`src/rtl/crc_pkg.sv`:
```
// Shared definitions for the serial CRC block: output-phase FSM states,
// default CRC width and the polynomial used by the sibling LFSR.
package crc_pkg;

  typedef enum logic [1:0] {
    IDLE  = 2'd0,
    DATA  = 2'd1,
    SHIFT = 2'd2
  } state_t;

  localparam int CRC_WIDTH_DEFAULT = 8;

  // CRC-8 (x^8 + x^2 + x + 1), implicit top bit.
  localparam logic [7:0] CRC_POLY = 8'h07;

endpackage : crc_pkg

```
`src/rtl/crc_valid_counter_if.sv`:
```
// Frame qualifier in, shift-out valid back: the handshake between the CRC
// data source and the output-phase controller.
interface crc_valid_counter_if;

  logic active;
  logic valid;

  modport master (output active, input  valid);
  modport slave  (input  active, output valid);

endinterface : crc_valid_counter_if

```
`src/rtl/crc_valid_counter.sv`:
```
// Output-phase controller: after a frame's active phase ends, holds valid
// high for exactly CRC_WIDTH cycles while the CRC register is shifted out.
module crc_valid_counter
  import crc_pkg::*;
#(
  parameter  int CRC_WIDTH = CRC_WIDTH_DEFAULT,
  localparam int CNT_W     = $clog2(CRC_WIDTH + 1)
) (
  input logic                clk,
  input logic                rst,
  crc_valid_counter_if.slave bus
);

  if (CRC_WIDTH < 1 || CRC_WIDTH > 255) begin : g_bad_width
    $error("crc_valid_counter: CRC_WIDTH must be within 1..255");
  end

  localparam logic [CNT_W-1:0] CNT_LOAD = CNT_W'(CRC_WIDTH - 1);

  state_t           state_q, state_d;
  logic [CNT_W-1:0] cnt_q,   cnt_d;
  logic             valid_q, valid_d;

  always_comb begin
    // NOTE: every output of this block gets a default first, so no path
    // through the case can leave a signal unassigned and infer a latch.
    state_d = state_q;
    cnt_d   = '0;
    valid_d = 1'b0;

    case (state_q)
      IDLE: begin
        if (bus.active) state_d = DATA;
      end

      DATA: begin
        if (!bus.active) begin
          state_d = SHIFT;
          cnt_d   = CNT_LOAD;
          valid_d = 1'b1;
        end
      end

      SHIFT: begin
        // A new frame during shift-out wins; the remaining bits are dropped.
        if (bus.active) begin
          state_d = DATA;
        end else if (cnt_q == '0) begin
          state_d = IDLE;
        end else begin
          cnt_d   = cnt_q - CNT_W'(1);
          valid_d = 1'b1;
        end
      end

      default: state_d = IDLE;
    endcase
  end

  // NOTE: state flops use non-blocking assignments so every register samples
  // the pre-edge values of the others, independent of statement order.
  always_ff @(posedge clk or negedge rst) begin
    if (!rst) begin
      state_q <= IDLE;
      cnt_q   <= '0;
      valid_q <= 1'b0;
    end else begin
      state_q <= state_d;
      cnt_q   <= cnt_d;
      valid_q <= valid_d;
    end
  end

  assign bus.valid = valid_q;

endmodule : crc_valid_counter

```
`src/flat_wrapper.sv`:
```
// flat-port wrapper written by rule: the top's interface ports become plain ports
module crc_valid_counter_flat import crc_pkg::*;
#(
  parameter  int CRC_WIDTH = CRC_WIDTH_DEFAULT,
  localparam int CNT_W     = $clog2(CRC_WIDTH + 1)
)
  (clk, rst, bus_active, bus_valid);
  crc_valid_counter_if bus_i ();
  input logic clk;
  input logic rst;
  input wire logic [$bits(bus_i.active)-1:0] bus_active;
  output wire logic [$bits(bus_i.valid)-1:0] bus_valid;
  assign bus_i.active = bus_active;
  assign bus_valid = bus_i.valid;
  crc_valid_counter #(.CRC_WIDTH(CRC_WIDTH)) u_core (.clk(clk), .rst(rst), .bus(bus_i));
endmodule
```
`config.mk`:
```
export PLATFORM = sky130hd
export DESIGN_NAME = crc_valid_counter_flat
export DESIGN_NICKNAME = d
export VERILOG_FILES = /design/src/rtl/crc_pkg.sv /design/src/rtl/crc_valid_counter_if.sv /design/src/rtl/crc_valid_counter.sv /design/src/flat_wrapper.sv
export SDC_FILE = /design/constraint.sdc
export NUM_CORES = 1
export LEC_CHECK = 0
export ABC_AREA = 1
export CORE_MARGIN = 2
export CORE_UTILIZATION = 23
export CTS_CLUSTER_SIZE = 24
export DETAILED_ROUTE_END_ITERATION = 12
export GPL_TIMING_DRIVEN = 1
export PLACE_DENSITY = 0.36
export RECOVER_POWER = 100
export SLEW_MARGIN = 20
export SYNTH_ARGS = -nofsm -noshare
export SYNTH_HDL_FRONTEND = slang
export SYNTH_SLANG_ARGS = --single-unit
```
`constraint.sdc`:
```
create_clock -name clk -period 1.5 [get_ports clk]
set_input_delay 0.225 -clock clk [delete_from_list [all_inputs] [get_ports clk]]
set_output_delay 0.225 -clock clk [all_outputs]
set_load 0.03 [all_outputs]
```
==> flow_summary_export.csv, run 1 <==
group,metric,value,unit
status,status,"finished clean",
logic_synthesis,yosysSeqAreaShare,0.395,
power_and_ir_drop,ir_drop,0.578,mV
setup_path,cp_top_family,"buffers and inverters",
route,wl,794,µm
floorplanning,die_area,2290,µm²
setup_path,path_cells,"clkdlybuf4s50_1",
route,first_iter_violations,2,
timing,setup_viol,0,
global_routing,use_met1,0.0930,
floorplanning,die_h,47.9,µm
route,final_antenna_net_count,0,
floorplanning,top_level_ports,4,
setup_path,critPathRequiredTime,1.27,ns
power_and_ir_drop,p_int,514,µW
logic_synthesis,synth_compound_area_frac,0.0480,
cts,cts.repair.resized,0,
cts,cts_tree,"built",
power_and_ir_drop,pwr-share-clk,0.188,
logic_synthesis,syn_area_per_cell,8.05,µm²
logic_synthesis,yosysWarningCount,0,
cts,clock_latency,0.25,ns
logic_synthesis,synth_top_flop_cell,"dfrtp_1",
cts,cts-hold-fix-buffers,0,
global_routing,grt_max_degree,8,
cts,cts_sinks,7,
place,io_buffers,3,
setup_path,r2r_slack,0.22,ns
setup_path,crit_path_end_kind,"output port",
power_and_ir_drop,p_per_area,1710,nW/µm²
timing,post-route-period-util,0.960,
setup_path,critical-path-max-stage-delay,0.66,ns
global_routing,grt.busiest_layer,"met2",
setup_path,cp_max_fo,1,
logic_synthesis,yosys-top-cells-area,"dfrtp_1 (40%), ha_1 (17%), nand2_1 (13%)",
setup_path,path_class,"register to output port",
route,drc,0,
logic_synthesis,synth_seq_cells,7,
timing,whs,0.297,ns
timing,slew_viol_final,0,
place,dp_hpwl,642,µm
timing,finalHoldViolations,0,
setup_path,cp_num_buf_inv,1,
timing,fin_tns_setup,0,ns
global_routing,grt_pass1_wl,1370,µm
layout,syn2layout_area_growth,19.8,%
timing,slew_headroom,0.787,
logic_synthesis,synth_top_area_share,0.395,
floorplanning,die_w,47.9,µm
logic_synthesis,synth_top_cell_by_area,"dfrtp_1",
logic_synthesis,synth_top_family_by_area,"simple AND/OR/NAND/NOR gates",
timing,period_minus_slack,1.44,ns
floorplanning,initial_core_util,0.251,
power_and_ir_drop,combPwrFrac,0.487,
cts,cts_buffer_depth,2,
timing,tightest_slew,0.318,ns
layout,drive_gt1_frac,0.177,
logic_synthesis,muxShareOfSynthArea,0,
worst_hold_path,hp-class,"primary input to async pin",
cts,cts_setup_buffers,0,
layout,n_antenna_cell,0,
logic_synthesis,synth_nets,64,
cts,root_buffer,"clkbuf_4",
layout,final_nets,72,
global_routing,antenna_found_initial,0,
global_routing,gr-usage-met3,0.0566,
global_routing,grt_overflow,0,
timing,skew,0.00768,ns
route,vias_per_cell,3.94,
route,dr.pass1.iters,4,
cts,htree_levels,1,
logic_synthesis,yosys.area_share.simple,0.302,
cts,cts_inserted_buffers,3,
setup_path,worstSetupStartpointType,"register",
power_and_ir_drop,swShare,0.434,
timing,grt_setup_unrepaired,"false",
route,wl_per_cell,9.13,µm
global_routing,grt_pass1_vias,337,
logic_synthesis,synth_adder_area_share,0.169,
setup_path,cp.arrival,1.22,ns
layout,final_util,0.301,
global_routing,grt_use_total,0.0911,
logic_synthesis,synth_most_common_cell,"nand2_1",
logic_synthesis,synth_async_sr_flop_share,1.00,
power_and_ir_drop,power.leakage,0.000291,µW
power_and_ir_drop,p_seq_frac,0.325,
logic_synthesis,syn_inst,55,
logic_synthesis,synth-xor-area-share,0,
timing,max_freq,694,MHz
setup_path,critPathSlowestCell,"clkdlybuf4s50_1",
power_and_ir_drop,switchingPower,395,µW
global_routing,use_met2,0.152,
logic_synthesis,ys_types,13,
logic_synthesis,synth_edf_count,0,
cts,clkTransAtPathRegs,0.05,ns
logic_synthesis,synthesis.area,443,µm²
floorplanning,rows,15,
flow_run,maxCapViolCount,0,
place,place_congestion,0.644,
logic_synthesis,ys_top_cells_by_count,"nand2_1 (15), dfrtp_1 (7), inv_1 (7)",
route,vias,343,
floorplanning,core-area,1760,µm²
-- sequential cells by signal (all words and copies together), names as in the netlist --
name	flops
u_core.bus.valid	1
u_core.cnt_q	4
u_core.state_q	2
-- cell families (layout without fill, tap and decap cells) --
family / after synthesis / count (layout)
adder cells (fa/ha/maj): 6 / 6
flip-flops: 7 / 7
buffers and inverters: 10 / 17
AND/OR/NAND/NOR: 29 / 29
AO/OA/AOI/OAI: 3 / 3
-- final timing paths --
path / startpoint / end / depth (start not counted)
setup / recovery: u_core.bus.valid / bus_valid / 1
hold / removal: rst / u_core.cnt_q[3] / 1
setup reg to reg: u_core.state_q[0] / u_core.state_q[0] / 7
hold reg to reg: u_core.cnt_q[0] / u_core.cnt_q[3] / 3
max in group asynchronous: rst / u_core.bus.valid / 1
min in group clk: u_core.cnt_q[0] / u_core.cnt_q[3] / 3
-- per-layer routing --
metal,part of all wire,vias to the layer above
met5,0,-
met4,0,0
met3,0.033,0
met2,0.50,4
met1,0.46,154
li1,-,185
-- power groups by stage --
stage               Combinational [µW]  Sequential [µW]  Clock, µW
finish                             442              295        171
CTS                                449              295        183
global route                       514              306        196
floorplan                          341              303          0
global placement                   449              304          0
detailed placement                 448              298          0
-- layout by cell type (no fill, tap or decap), drive strengths merged --
master / instances
o21ai: 1
a21oi: 1
o21bai: 1
dfrtp: 7
dlygate4sd3: 1
nand2: 18
ha: 6
clkbuf: 4
nand4: 4
nor2: 3
inv: 10
nand3: 4
clkdlybuf4s50: 2
-- cell type report --
class	instances	area [µm²]
clock buffer	4	26.3
sequential	7	175
timing repair buffer	3	30.0
fill	199	1230
tap	25	31.3
inverter	10	37.5
multi-input combinational	38	230
-- stage by stage --
step / total power [µW] / cells / instance area (µm²) / worst slack (ns)
2_1_floorplan: 643 / 55 / 443 / 0.339
3_3_place_gp: 753 / 83 / 504 / 0.210
3_5_place_dp: 746 / 83 / 504 / 0.214
4_1_cts: 927 / 87 / 531 / 0.0413
5_1_grt: 1020 / 87 / 531 / 0.00603
6_report: 908 / 87 / 531 / 0.0596
Power figures use the tool's default switching activity.
==> run 2, diff against run 1 <==
--- a/config.mk
+++ b/config.mk
@@ -5,13 +5,14 @@
 export SDC_FILE = /design/constraint.sdc
 export NUM_CORES = 1
 export LEC_CHECK = 0
-export ABC_AREA = 1
+export CELL_PAD_IN_SITES_DETAIL_PLACEMENT = 2
+export CELL_PAD_IN_SITES_GLOBAL_PLACEMENT = 2
 export CORE_MARGIN = 2
 export CORE_UTILIZATION = 23
 export CTS_CLUSTER_SIZE = 24
 export DETAILED_ROUTE_END_ITERATION = 12
 export GPL_TIMING_DRIVEN = 1
-export PLACE_DENSITY = 0.36
+export PLACE_DENSITY = 0.5
 export RECOVER_POWER = 100
 export SLEW_MARGIN = 20
 export SYNTH_ARGS = -nofsm -noshare
==> run 2 against run 1 <==
The flow now finishes with violations (setup timing). Sequential power about the same. Cell count decreased by 3.4%. Combinational power rose by 51%. Via count up 7.6%. Critical path depth up 4. Critical endpoint is now u_core.state_q[0]. Largest power group unchanged.
==> flow_summary_export.csv, run 2 <==
group,metric,value,unit
setup_path,r2r_cells,5,
timing,grt_setup_unrepaired,"true",
layout,final_util,0.351,
logic_synthesis,yosys-top-cells-area,"dfrtp_1 (41%), ha_1 (17%), and4b_1 (4.7%)",
logic_synthesis,synth_most_common_cell,"dfrtp_1",
cts,cts-hold-fix-buffers,0,
power_and_ir_drop,power.leakage,0.000296,µW
cts,htree_levels,1,
place,pre_cts_slack,-0.139,ns
global_routing,grt_pass1_wl,1830,µm
setup_path,critPathRequiredTime,1.63,ns
power_and_ir_drop,ir_drop,0.542,mV
route,wl_per_cell,13.5,µm
global_routing,antenna_found_initial,0,
setup_path,timing.rr.start,"u_core.cnt_q[0]",
logic_synthesis,ys_top_cells_by_count,"dfrtp_1 (7), ha_1 (6), inv_1 (4), nand2_1 (4), o21ai_0 (4)",
logic_synthesis,synth_top_family_by_area,"simple AND/OR/NAND/NOR gates",
floorplanning,rows,15,
timing,slew_viol_final,0,
logic_synthesis,yosysSeqAreaShare,0.407,
setup_path,path_class,"register to register",
layout,syn2layout_area_growth,42.4,%
global_routing,grt_max_degree,10,
global_routing,grt_pass1_vias,413,
logic_synthesis,ys_types,17,
floorplanning,die_w,47.3,µm
timing,setup_viol,2,
timing,max_freq,614,MHz
route,final_antenna_net_count,0,
floorplanning,die_area,2230,µm²
place,io_buffers,3,
timing,skew,0.00268,ns
logic_synthesis,synth_top_area_share,0.407,
setup_path,cp.arrival,1.76,ns
timing,period_minus_slack,1.63,ns
route,vias_per_cell,4.39,
logic_synthesis,yosys.area_share.simple,0.230,
power_and_ir_drop,p_per_area,1840,nW/µm²
setup_path,cp_max_fo,4,
layout,layout_commonest_cell,"buf_4",
setup_path,worstSetupStartpointType,"register",
timing,finalHoldViolations,0,
route,dr.pass1.iters,1,
layout,n_antenna_cell,0,
logic_synthesis,yosysWarningCount,0,
cts,cts_tree,"built",
floorplanning,core-area,1750,µm²
logic_synthesis,synth_nets,51,
global_routing,grt_use_total,0.129,
cts,cts_inserted_buffers,3,
route,first_iter_violations,0,
place,place_congestion,0.780,
timing,slew_headroom,0.750,
route,vias,369,
status,violations,"setup timing",
setup_path,crit_path_end_kind,"register",
logic_synthesis,synth_async_sr_flop_share,1.00,
status,status,"finished with violations",
route,wl,1130,µm
timing,setup_slack,-0.129,ns
logic_synthesis,synth_edf_count,0,
layout,final_nets,69,
logic_synthesis,synth_top_cell_by_area,"dfrtp_1",
logic_synthesis,synth_seq_cells,7,
layout,largest_register,"u_core.cnt_q",
timing,post-route-period-util,1.09,
logic_synthesis,syn_inst,42,
cts,cts_sinks,7,
timing,tightest_slew,0.376,ns
logic_synthesis,syn_area_per_cell,10.2,µm²
floorplanning,die_h,47.3,µm
logic_synthesis,synth_top_flop_cell,"dfrtp_1",
cts,clock_latency,0.25,ns
global_routing,grt_overflow,0,
cts,clkTransAtPathRegs,0.05,ns
worst_hold_path,hp-class,"primary input to async pin",
logic_synthesis,synth_compound_area_frac,0.0901,
layout,largest_reg_flops,4,
logic_synthesis,synth-xor-area-share,0.0407,
floorplanning,initial_core_util,0.247,
floorplanning,top_level_ports,4,
logic_synthesis,synthesis.area,430,µm²
route,drc,0,
layout,final_cell_mix,"buf_4 (10), dfrtp_1 (6), nand2_1 (4), ha_1 (4)",
cts,cts_buffer_depth,2,
layout,drive_gt1_frac,0.339,
logic_synthesis,muxShareOfSynthArea,0.0233,
cts,root_buffer,"clkbuf_4",
logic_synthesis,synth_adder_area_share,0.174,
setup_path,r2r_slack,-0.13,ns
flow_run,maxCapViolCount,0,
setup_path,reg2reg_to,"u_core.state_q[0]",
==> run 2: layer usage <==
metal	track usage	wire length, µm
met1	0.141	487
met2	0.203	573
met3	0.0692	54
met4	0.0667	18
met5	0	0
==> run 2: kinds of logic (layout without fill, tap and decap cells) <==
kind of cell | after synthesis | count (layout)
AO/OA/AOI/OAI | 6 | 6
XOR/XNOR | 2 | 2
adder cells (fa/ha/maj) | 6 | 6
buffers and inverters | 4 | 21
flip-flops | 7 | 7
multiplexers | 1 | 1
AND/OR/NAND/NOR | 16 | 16
==> run 2: timing repair <==
action,CTS,global route
setup endpoints to repair,3,8
setup buffers,2,0
endpoints found under the hold margin,0,0
pin swaps,1,2
resized for setup,3,7
==> run 2: critical path, cell delays in order (launching register included) <==
cell and delay (ns):
dfrtp_1 0.38, inv_2 0.08, ha_4 0.12, or3b_4 0.38, and4b_1 0.19, or3_1 0.36
==> run 2: power by group <==
part | switching [µW] | internal, µW | total [µW]
Combinational | 303 | 363 | 666
Sequential | 45.5 | 247 | 292
Clock | 69.5 | 101 | 171
Total | 418 | 711 | 1130
==> run 2: through the flow <==
stage               setup TNS (ns)  hold WS [ns]  total power, µW  area [µm²]  cells
finish                      -0.155         0.304             1130         613     84
global route                -0.471         0.319             1240         613     84
CTS                         -0.199         0.243             1100         598     84
detailed placement          -0.232         0.520              886         554     78
global placement            -0.152         0.511              855         554     78
floorplan                  -0.0829       -0.0706              619         433     42
==> run 2: final cells by class <==
class                           instances  area, µm²
Fill cell                             193       1130
Inverter                                4       15.0
Multi-Input combinational cell         31        265
Sequential cell                         7        176
Timing Repair Buffer                   13       98.8
Clock buffer                            4       26.3
Tap cell                               25       31.3
==> run 2: how the worst max path moves through the flow <==
| stage | cells after the start | slack (ns) | from | endpoint |
|---|---|---|---|---|
| floorplan | 5 | -0.08 | u_core.cnt_q[0] | u_core.state_q[0] |
| global placement | 5 | -0.1 | u_core.cnt_q[1] | u_core.state_q[0] |
| detailed placement | 5 | -0.14 | u_core.cnt_q[0] | u_core.state_q[0] |
| CTS | 5 | -0.13 | u_core.cnt_q[0] | u_core.state_q[0] |
| global route | 5 | -0.18 | u_core.cnt_q[0] | u_core.state_q[0] |
| finish | 5 | -0.13 | u_core.cnt_q[0] | u_core.state_q[0] |
==> run 3, diff against run 2 <==
--- a/config.mk
+++ b/config.mk
@@ -12,7 +12,7 @@
 export CTS_CLUSTER_SIZE = 24
 export DETAILED_ROUTE_END_ITERATION = 12
 export GPL_TIMING_DRIVEN = 1
-export PLACE_DENSITY = 0.5
+export PLACE_DENSITY = 0.51
 export RECOVER_POWER = 100
 export SLEW_MARGIN = 20
 export SYNTH_ARGS = -nofsm -noshare
==> run 3 against run 2 <==
The run still ends with setup timing left. Hold slack improved by 0.012 ns. First-iteration DRC count grew 3. Via count decreased by 1.4%. Register-to-register slack about the same. Highest routed layer unchanged.
==> flow_summary_export.csv, run 3 (synthesis gave the netlist of run 2 again) <==
group,metric,value,unit
status,status,"finished with violations",
status,violations,"setup timing",
place,place_congestion,0.794,
route,vias_per_cell,4.33,
route,first_iter_violations,3,
cts,cts_tree,"built",
timing,slew_viol_final,0,
floorplanning,rows,15,
power_and_ir_drop,ir_drop,0.702,mV
layout,largest_reg_flops,4,
setup_path,reg2reg_to,"u_core.state_q[0]",
timing,max_freq,610,MHz
power_and_ir_drop,total_power,1060,µW
setup_path,r2r_cells,5,
timing,whs,0.315,ns
setup_path,cp_max_fo,4,
layout,final_cell_mix,"buf_4 (10), dfrtp_1 (7), ha_1 (5)",
layout,finalNonFillerCells,84,
cts,clock_latency,0.24,ns
global_routing,grt_overflow,0,
setup_path,path_class,"register to register",
timing,post-route-period-util,1.09,
timing,setup_viol,2,
timing,finalHoldViolations,0,
timing,tightest_slew,0.383,ns
cts,cts_buffer_depth,2,
layout,layout_commonest_cell,"buf_4",
global_routing,grt_pass1_wl,1990,µm
global_routing,grt_use_total,0.133,
floorplanning,initial_core_util,0.247,
floorplanning,die_area,2230,µm²
route,wl_met2,524,µm
route,dr.pass1.iters,3,
cts,root_buffer,"clkbuf_4",
layout,final_nets,69,
setup_path,crit_path_end,"u_core.state_q[0]",
setup_path,worstSetupStartpointType,"register",
cts,cts_sinks,7,
setup_path,startpoint,"u_core.cnt_q[0]",
route,wl_per_cell,13.3,µm
place,placed_cells,77,
flow_run,maxCapViolCount,0,
layout,n_antenna_cell,0,
power_and_ir_drop,p_per_area,1800,nW/µm²
place,io_buffers,3,
route,met1_length,558,µm
cts,clkTransAtPathRegs,0.05,ns
layout,largest_register,"u_core.cnt_q",
layout,syn2layout_area_growth,36.9,%
setup_path,cp.arrival,1.76,ns
cts,cts-hold-fix-buffers,0,
setup_path,r2r_slack,-0.14,ns
floorplanning,die_w,47.3,µm
timing,slew_headroom,0.746,
route,drc,0,
floorplanning,top_level_ports,4,
place,dp_hpwl,892,µm
cts,cts_inserted_buffers,3,
timing,setup_slack,-0.138,ns
layout,drive_gt1_frac,0.254,
route,wl,1120,µm
route,final_antenna_net_count,0,
global_routing,antenna_found_initial,0,
route,vias,364,
route,wl_met3,23,µm
setup_path,crit_path_end_kind,"register",
layout,final_util,0.338,
route,top_layer,"met4",
floorplanning,core-area,1750,µm²
timing,skew,0.00266,ns
setup_path,critPathRequiredTime,1.62,ns
worst_hold_path,hp-class,"primary input to async pin",
timing,grt_setup_unrepaired,"true",
global_routing,grt_pass1_vias,423,
timing,fin_tns_setup,-0.218,ns
power_and_ir_drop,power.leakage,0.000296,µW
setup_path,timing.rr.start,"u_core.cnt_q[0]",
global_routing,grt_max_degree,10,
cts,htree_levels,1,
floorplanning,die_h,47.3,µm
timing,period_minus_slack,1.64,ns
-- run 3: cell counts in the layout (fill, tap and decap cells not counted) --
No cell type changed its count.
-- run 3: worst max-delay path, cell delays in order, from the launching register on --
cell	delay, ns
dfrtp_1	0.38
inv_1	0.06
ha_2	0.18
or3b_4	0.40
and4b_1	0.18
or3_1	0.33
-- run 3: cell type report --
type                       count  area [µm²]
fill                         201        1160
clock buffer                   4        26.3
timing repair buffer          13        98.8
sequential                     7         175
inverter                       4        15.0
multi-input combinational     31         243
tap                           25        31.3
-- run 3: through the flow --
step,worst slack [ns],cell area (µm²)
2_1_floorplan,-0.0829,433
3_3_place_gp,-0.131,547
3_5_place_dp,-0.143,547
4_1_cts,-0.136,588
5_1_grt,-0.212,589
6_report,-0.138,589
-- run 3: timing repair --
item / in CTS / in global routing
hold endpoints to repair: 0 / 0
setup endpoints to repair: 2 / 7
resized for setup: 0 / 3
buffers inserted: 2 / 1
pin swaps: 1 / 0
-- run 3: metal layers --
metal	track usage	vias to the layer above
met5	0	-
met4	0.0333	0
met3	0.0346	2
met2	0.224	7
met1	0.168	172
li1	-	183
-- run 3: worst min-delay path by stage --
stage | startpoint | to | slack (ns) | depth (start not counted)
detailed placement | rst | u_core.bus.valid | 0.52 | 1
CTS | rst | u_core.bus.valid | 0.25 | 1
global route | rst | u_core.cnt_q[0] | 0.32 | 1
floorplan | rst | u_core.bus.valid | -0.07 | 0
global placement | rst | u_core.bus.valid | 0.51 | 1
finish | rst | u_core.cnt_q[3] | 0.32 | 1
-- run 3: where the power goes --
part           switching (µW)  internal [µW]  leakage [µW]  total, µW
Clock                    62.8            101     0.0000150        164
Combinational             292            323      0.000187        616
Sequential               34.5            244     0.0000939        278
